`config.mk`:
```
export PLATFORM = sky130hd
export DESIGN_NAME = hdd_sd_ctrl
export DESIGN_NICKNAME = d
export VERILOG_FILES = /design/src/rtl/hdd_pkg.sv /design/src/rtl/hdd_sd_ctrl.sv
export SDC_FILE = /design/constraint.sdc
export NUM_CORES = 1
export LEC_CHECK = 0
export CELL_PAD_IN_SITES_DETAIL_PLACEMENT = 1
export CELL_PAD_IN_SITES_GLOBAL_PLACEMENT = 1
export CORE_ASPECT_RATIO = 0.5
export CORE_MARGIN = 8
export CORE_UTILIZATION = 40
export CTS_BUF_LIST = sky130_fd_sc_hd__clkbuf_16
export DETAILED_ROUTE_END_ITERATION = 8
export DONT_BUFFER_PORTS = 1
export GPL_ROUTABILITY_DRIVEN = 0
export PLACE_DENSITY_LB_ADDON = 0.1
export SLEW_MARGIN = 20
export SYNTH_ARGS = -nofsm -noshare
export SYNTH_HDL_FRONTEND = slang
export SYNTH_SLANG_ARGS = --single-unit
export TNS_END_PERCENT = 50
```
`constraint.sdc`:
```
create_clock -name CLK_14M -period 4.1 [get_ports CLK_14M]
set_clock_uncertainty 0.1 [all_clocks]
set_input_delay 0 -clock CLK_14M [delete_from_list [all_inputs] [get_ports CLK_14M]]
set_output_delay 0 -clock CLK_14M [all_outputs]
set_load 0.02 [all_outputs]
```
`src/rtl/hdd_pkg.sv`:
```
// Shared definitions for the ProDOS HDD interface and its SD block-transfer controller.
package hdd_pkg;

  localparam int unsigned HDD_SECTOR_BYTES = 512;
  localparam int unsigned HDD_BYTE_ADDR_W  = 9;
  localparam int unsigned HDD_BYTE_CNT_W   = 10;
  localparam int unsigned HDD_DATA_W       = 8;
  localparam int unsigned HDD_SECTOR_W     = 16;
  localparam int unsigned HDD_LBA_W        = 32;
  localparam int unsigned HDD_TMO_W        = 24;

  localparam logic HDD_OP_READ  = 1'b0;
  localparam logic HDD_OP_WRITE = 1'b1;

  typedef enum logic [1:0] {
    IDLE,
    REQ,
    XFER,
    DONE
  } hdd_xfer_state_t;

  // Command latched when a request is accepted.
  typedef struct packed {
    logic                    op;
    logic [HDD_SECTOR_W-1:0] sector;
  } hdd_cmd_t;

endpackage

```
`src/rtl/hdd_sd_ctrl.sv`:
```
// SD block-transfer controller: turns HDD read/write pulses into a host block
// request and streams the 512-byte block between the host and the sector buffer.
module hdd_sd_ctrl
  import hdd_pkg::*;
#(
  parameter logic [HDD_TMO_W-1:0] TIMEOUT_CYCLES = 24'hFFFFFF
) (
  input  logic                       CLK_14M,
  input  logic                       RESET,
  input  logic                       hdd_read,
  input  logic                       hdd_write,
  input  logic [HDD_SECTOR_W-1:0]    sector,
  input  logic                       hdd_mounted,
  output logic                       busy,
  output logic                       err,
  output logic [HDD_LBA_W-1:0]       sd_lba,
  output logic                       sd_rd,
  output logic                       sd_wr,
  input  logic                       sd_ack,
  input  logic [HDD_BYTE_ADDR_W-1:0] sd_buff_addr,
  input  logic [HDD_DATA_W-1:0]      sd_buff_dout,
  input  logic                       sd_buff_wr,
  output logic [HDD_DATA_W-1:0]      sd_buff_din,
  output logic [HDD_BYTE_ADDR_W-1:0] ram_addr,
  output logic [HDD_DATA_W-1:0]      ram_di,
  output logic                       ram_we,
  input  logic [HDD_DATA_W-1:0]      ram_do
);

  localparam logic [HDD_TMO_W-1:0]      TMO_LAST   = TIMEOUT_CYCLES - HDD_TMO_W'(1);
  localparam logic [HDD_BYTE_CNT_W-1:0] CNT_MAX    = '1;
  localparam logic [HDD_BYTE_CNT_W-1:0] CNT_SECTOR = HDD_BYTE_CNT_W'(HDD_SECTOR_BYTES);

  hdd_xfer_state_t             state_q, state_d;
  hdd_cmd_t                    cmd_q, cmd_d;
  logic                        rd_prev_q, wr_prev_q;
  logic [HDD_TMO_W-1:0]        tmo_q, tmo_d;
  logic [HDD_BYTE_CNT_W-1:0]   cnt_q, cnt_d;
  logic                        err_q, err_d;
  logic                        busy_q, busy_d;
  logic                        sd_rd_q, sd_rd_d;
  logic                        sd_wr_q, sd_wr_d;
  logic [HDD_BYTE_ADDR_W-1:0]  ram_addr_q, ram_addr_d;
  logic [HDD_DATA_W-1:0]       ram_di_q, ram_di_d;
  logic [HDD_DATA_W-1:0]       din_q, din_d;

  logic rd_edge, wr_edge, accept, in_xfer, xfer_read, xfer_write;

  // Request edges; only honoured in IDLE with an image mounted.
  assign rd_edge    = hdd_read & ~rd_prev_q;
  assign wr_edge    = hdd_write & ~wr_prev_q;
  assign accept     = (state_q == IDLE) & hdd_mounted & (rd_edge | wr_edge);
  assign in_xfer    = (state_q == XFER);
  assign xfer_read  = in_xfer & (cmd_q.op == HDD_OP_READ);
  assign xfer_write = in_xfer & (cmd_q.op == HDD_OP_WRITE);

  // State register.
  always_ff @(posedge CLK_14M) begin
    if (RESET) state_q <= IDLE;
    else       state_q <= state_d;
  end

  // Next-state logic; an ack arriving on the last timeout clock still wins.
  always_comb begin
    state_d = state_q;
    case (state_q)
      IDLE:    if (accept) state_d = REQ;
      REQ: begin
        if (sd_ack)                 state_d = XFER;
        else if (tmo_q == TMO_LAST) state_d = DONE;
      end
      XFER:    if (!sd_ack) state_d = DONE;
      DONE:    state_d = IDLE;
      default: state_d = IDLE;
    endcase
  end

  // Output and datapath next values.
  always_comb begin
    cmd_d      = cmd_q;
    tmo_d      = tmo_q;
    cnt_d      = cnt_q;
    err_d      = err_q;
    ram_addr_d = ram_addr_q;
    ram_di_d   = ram_di_q;
    din_d      = din_q;
    case (state_q)
      IDLE: begin
        if (accept) begin
          cmd_d.op     = rd_edge ? HDD_OP_READ : HDD_OP_WRITE;
          cmd_d.sector = sector;
          tmo_d        = '0;
          cnt_d        = '0;
          err_d        = 1'b0;
        end
      end
      REQ: begin
        tmo_d = tmo_q + HDD_TMO_W'(1);
        if (!sd_ack && (tmo_q == TMO_LAST)) err_d = 1'b1;
      end
      XFER: begin
        ram_addr_d = sd_buff_addr;
        if (cmd_q.op == HDD_OP_READ) begin
          ram_di_d = sd_buff_dout;
          if (sd_buff_wr && sd_ack && (cnt_q != CNT_MAX)) cnt_d = cnt_q + HDD_BYTE_CNT_W'(1);
          if (!sd_ack && (cnt_q != CNT_SECTOR)) err_d = 1'b1;
        end else begin
          din_d = ram_do;
        end
      end
      default: ;
    endcase
    busy_d  = (state_d != IDLE);
    sd_rd_d = (state_d == REQ) && (cmd_d.op == HDD_OP_READ);
    sd_wr_d = (state_d == REQ) && (cmd_d.op == HDD_OP_WRITE);
  end

  // Registered outputs, counters and edge-detect flops.
  always_ff @(posedge CLK_14M) begin
    if (RESET) begin
      rd_prev_q  <= 1'b0;
      wr_prev_q  <= 1'b0;
      cmd_q      <= '0;
      tmo_q      <= '0;
      cnt_q      <= '0;
      err_q      <= 1'b0;
      busy_q     <= 1'b0;
      sd_rd_q    <= 1'b0;
      sd_wr_q    <= 1'b0;
      ram_addr_q <= '0;
      ram_di_q   <= '0;
      din_q      <= '0;
    end else begin
      rd_prev_q  <= hdd_read;
      wr_prev_q  <= hdd_write;
      cmd_q      <= cmd_d;
      tmo_q      <= tmo_d;
      cnt_q      <= cnt_d;
      err_q      <= err_d;
      busy_q     <= busy_d;
      sd_rd_q    <= sd_rd_d;
      sd_wr_q    <= sd_wr_d;
      ram_addr_q <= ram_addr_d;
      ram_di_q   <= ram_di_d;
      din_q      <= din_d;
    end
  end

  // Buffer port follows the host directly during a transfer, holds otherwise.
  assign ram_addr    = in_xfer ? sd_buff_addr : ram_addr_q;
  assign ram_di      = xfer_read ? sd_buff_dout : ram_di_q;
  assign ram_we      = xfer_read & sd_buff_wr & sd_ack;
  assign sd_buff_din = xfer_write ? ram_do : din_q;

  assign busy   = busy_q;
  assign err    = err_q;
  assign sd_rd  = sd_rd_q;
  assign sd_wr  = sd_wr_q;
  assign sd_lba = HDD_LBA_W'(cmd_q.sector);

endmodule
```
==> results.cfg <==
[clock_tree]
post_cts_resize_count = 0
numCtsBuffers = 9
cts-htree-levels = 3
cts_buffer_depth = 2
tritoncts = built
cts.root.buffer_cell = clkbuf_16
clock_insertion_delay_worst_skew_ns = 0.34
cts.reportedPaths.clkPinSlew_ns = 0.06
tritoncts_num_sinks = 84
postCtsSetupRepairBufs = 0

[route]
avgRoutedWirePerCell_um = 17.5
ant_nets = 0
avgViaCountPerCell = 5.17
vias = 3202
detailedRoute.firstPassIterationCount = 4
drtIter0Drc = 117
drt-total-wl_um = 10900
remaining_drc_errors = 0

[timing]
finalWorstSetupSlack_ns = 1.30
grt_setup_unrepaired = no
whs_ns = 0.0297
period_minus_slack_ns = 2.80
timing_max_transition_violations_final = 0
setup_violations = 0
max-slew-margin-rel = 0.464
layout_worst_path_cycle_share = 0.684
max_clock_freq_mhz = 357
timing.setup.tns_ns = 0
timing.final.hold_violations = 0
timing_worst_slew_pin_value_ns = 0.803

[placed_design]
place_worst_setup_slack_ns = 1.14
hpwlAfterDp_um = 7340
dp_cells = 556
placement.io_buffers = 0

[floorplan]
start_util = 0.405
die-area_um2 = 13900
die_h_um = 87.4
die_w_um = 159
io-pin-count = 110
fp-row-count = 26
coreArea_um2 = 10100

[synthesis]
ys_async_sr_fraction = 0
yosys_register_bits = 84
synthDistinctLibCells = 56
postSynth.topFlopCell = dfxtp_1
synth_edf_count = 0
yosysSeqAreaShare = 0.413
yosysWarnings = 0
syn_inst = 454
synthesis.area_um2 = 4080
avg_inst_size_synth_um2 = 8.98

[grt]
grt_pass1_vias = 3506
gr-usage-all-layers = 0.161
overflow = 0
antenna_found_initial = 1
grt_start_max_net_pins = 63
grt_first_pass_wirelength_um = 18100

[power]
switchingPower_uw = 486
p_leak_uw = 0.00179
p_comb_frac = 0.098
power_frac_seq = 0.451
ir_worst_vdd_mv = 0.189
power.density_cell_area_nw_per_um2 = 402
power.switching_fraction = 0.252
internal-power_uw = 1440
fraction_of_power_consumed_by_the_clock_network = 0.451

[cells_and_area]
post_route_cells_drive_above_1_share = 0.125
final_core_utilization = 0.476
antennaDiodeCount = 0
layout.nets = 530
layout.cells.non_filler = 619
area.growth.synth_to_final_pct = 17.5

[worst_setup_path]
worstSetupStartpointType = register
critPathCaptureType = register
critical_path.max_fanout = 27
worst-endpoint-arrival_ns = 2.96
critical_path_required_ns = 4.25
timing_worst_setup_path_type = reg2reg

[job]
max-cap-violations = 0

[worst_hold_path]
worst_hold_path_type = in2reg

[run_status]
status = complete, no violations
==> logic make-up (layout without fill, tap and decap cells) <==
logic type / count (synthesis) / count (layout) / synth area share
compound gates: 88 / 88 / 0.143
xor+xnor: 12 / 12 / 0.0258
fa+ha+maj: 8 / 8 / 0.0246
buf+inv: 68 / 78 / 0.0958
flops: 84 / 84 / 0.413
mux: 27 / 27 / 0.0743
other cells: 1 / 16 / 0.000920
simple gates: 166 / 166 / 0.223
==> per-layer routing <==
| metal | GRT usage | wire length [µm] |
|---|---|---|
| met1 | 0.169 | 4480 |
| met2 | 0.285 | 5200 |
| met3 | 0.0759 | 1020 |
| met4 | 0.0549 | 157 |
| met5 | 0 | 0 |
==> final cells by class <==
type / instances / area (µm²)
Inverter: 13 / 48.8
Tap cell: 140 / 175
Timing Repair Buffer: 49 / 503
Multi-Input combinational cell: 317 / 2060
Sequential cell: 84 / 1680
Clock buffer: 9 / 225
Clock inverter: 7 / 92.6
Fill cell: 1118 / 5260
==> cells in the mapped netlist, types with 12 or more instances <==
| master | count | area (µm²) |
|---|---|---|
| a21oi_1 | 38 | 190 |
| buf_4 | 34 | 255 |
| clkbuf_1 | 14 | 52.6 |
| dfxtp_1 | 84 | 1680 |
| inv_1 | 13 | 48.8 |
| mux2_2 | 26 | 293 |
| nand2_1 | 50 | 188 |
| nor2_1 | 23 | 86.3 |
| nor2b_1 | 30 | 188 |
| o21ai_0 | 20 | 100 |
| or3_1 | 12 | 75.1 |
==> timing repair <==
| item | 4_1_cts | 5_1_grt |
|---|---|---|
| endpoints found under the setup margin | 0 | 0 |
| hold buffers | 47 | 0 |
| endpoints found under the hold margin | 62 | 0 |
==> power groups by stage <==
stage          clock network, µW  registers, µW  logic, µW
5_1_grt                      924            871        210
3_3_place_gp                   0            887        134
6_report                     869            869        189
3_5_place_dp                   0            888        140
4_1_cts                      892            870        188
2_1_floorplan                  0            868        163
==> metrics by stage <==
step                area, µm²  power [µW]
global placement         3980        1020
finish                   4790        1930
global route             4790        2010
CTS                      4790        1950
floorplan                4130        1030
detailed placement       3980        1030
==> registers in the layout, indices dropped and copies added (netlist names), 2 cells and up <==
signal	count
ram_di_q	8
sd_lba	16
state_q	2
ram_addr_q	9
din_q	8
tmo_q	24
cnt_q	10
==> worst max-delay path: stages, from the launching register on <==
cell and delay (ns):
dfxtp_1 0.33, inv_1 0.13, ha_1 0.39, nand2_1 0.21
a21oi_4 0.33, buf_4 0.37, o2111ai_2 0.27, or3_1 0.41
a21oi_1 0.17
==> placed cells by master (no fill, tap or decap), drive strengths merged, types with 2 or more instances in the layout <==
master / instances
a21oi: 39
or3: 12
or4: 4
ha: 8
nor2: 24
a211oi: 3
dfxtp: 84
nor3: 2
conb: 16
inv: 14
xor2: 8
nor2b: 30
a21o: 2
dlygate4sd3: 46
nand2b: 6
clkbuf: 9
o21a: 4
clkinv: 2
o21ai: 20
clkinvlp: 2
o22ai: 2
nand4: 6
nand2: 51
o211ai: 3
o2111ai: 11
and3: 4
and2: 7
and4: 3
buf: 3
mux2: 26
bufinv: 2
nand3: 8
and3b: 2
xnor2: 4
==> path summary, 6_finish.rpt <==
kind                          startpoint                     end  slack (ns)  cells past startpoint
setup reg to reg   state_q[0]$_SDFF_PP0_  tmo_q[22]$_SDFFE_PP0P_        1.30                      8
setup / recovery   state_q[0]$_SDFF_PP0_  tmo_q[22]$_SDFFE_PP0P_        1.30                      8
hold reg to reg   tmo_q[19]$_SDFFE_PP0P_  tmo_q[19]$_SDFFE_PP0P_        0.39                      2
hold / removal                    sd_ack   state_q[0]$_SDFF_PP0_        0.03                      5
Note: power is estimated with default switching activity, not from simulation.
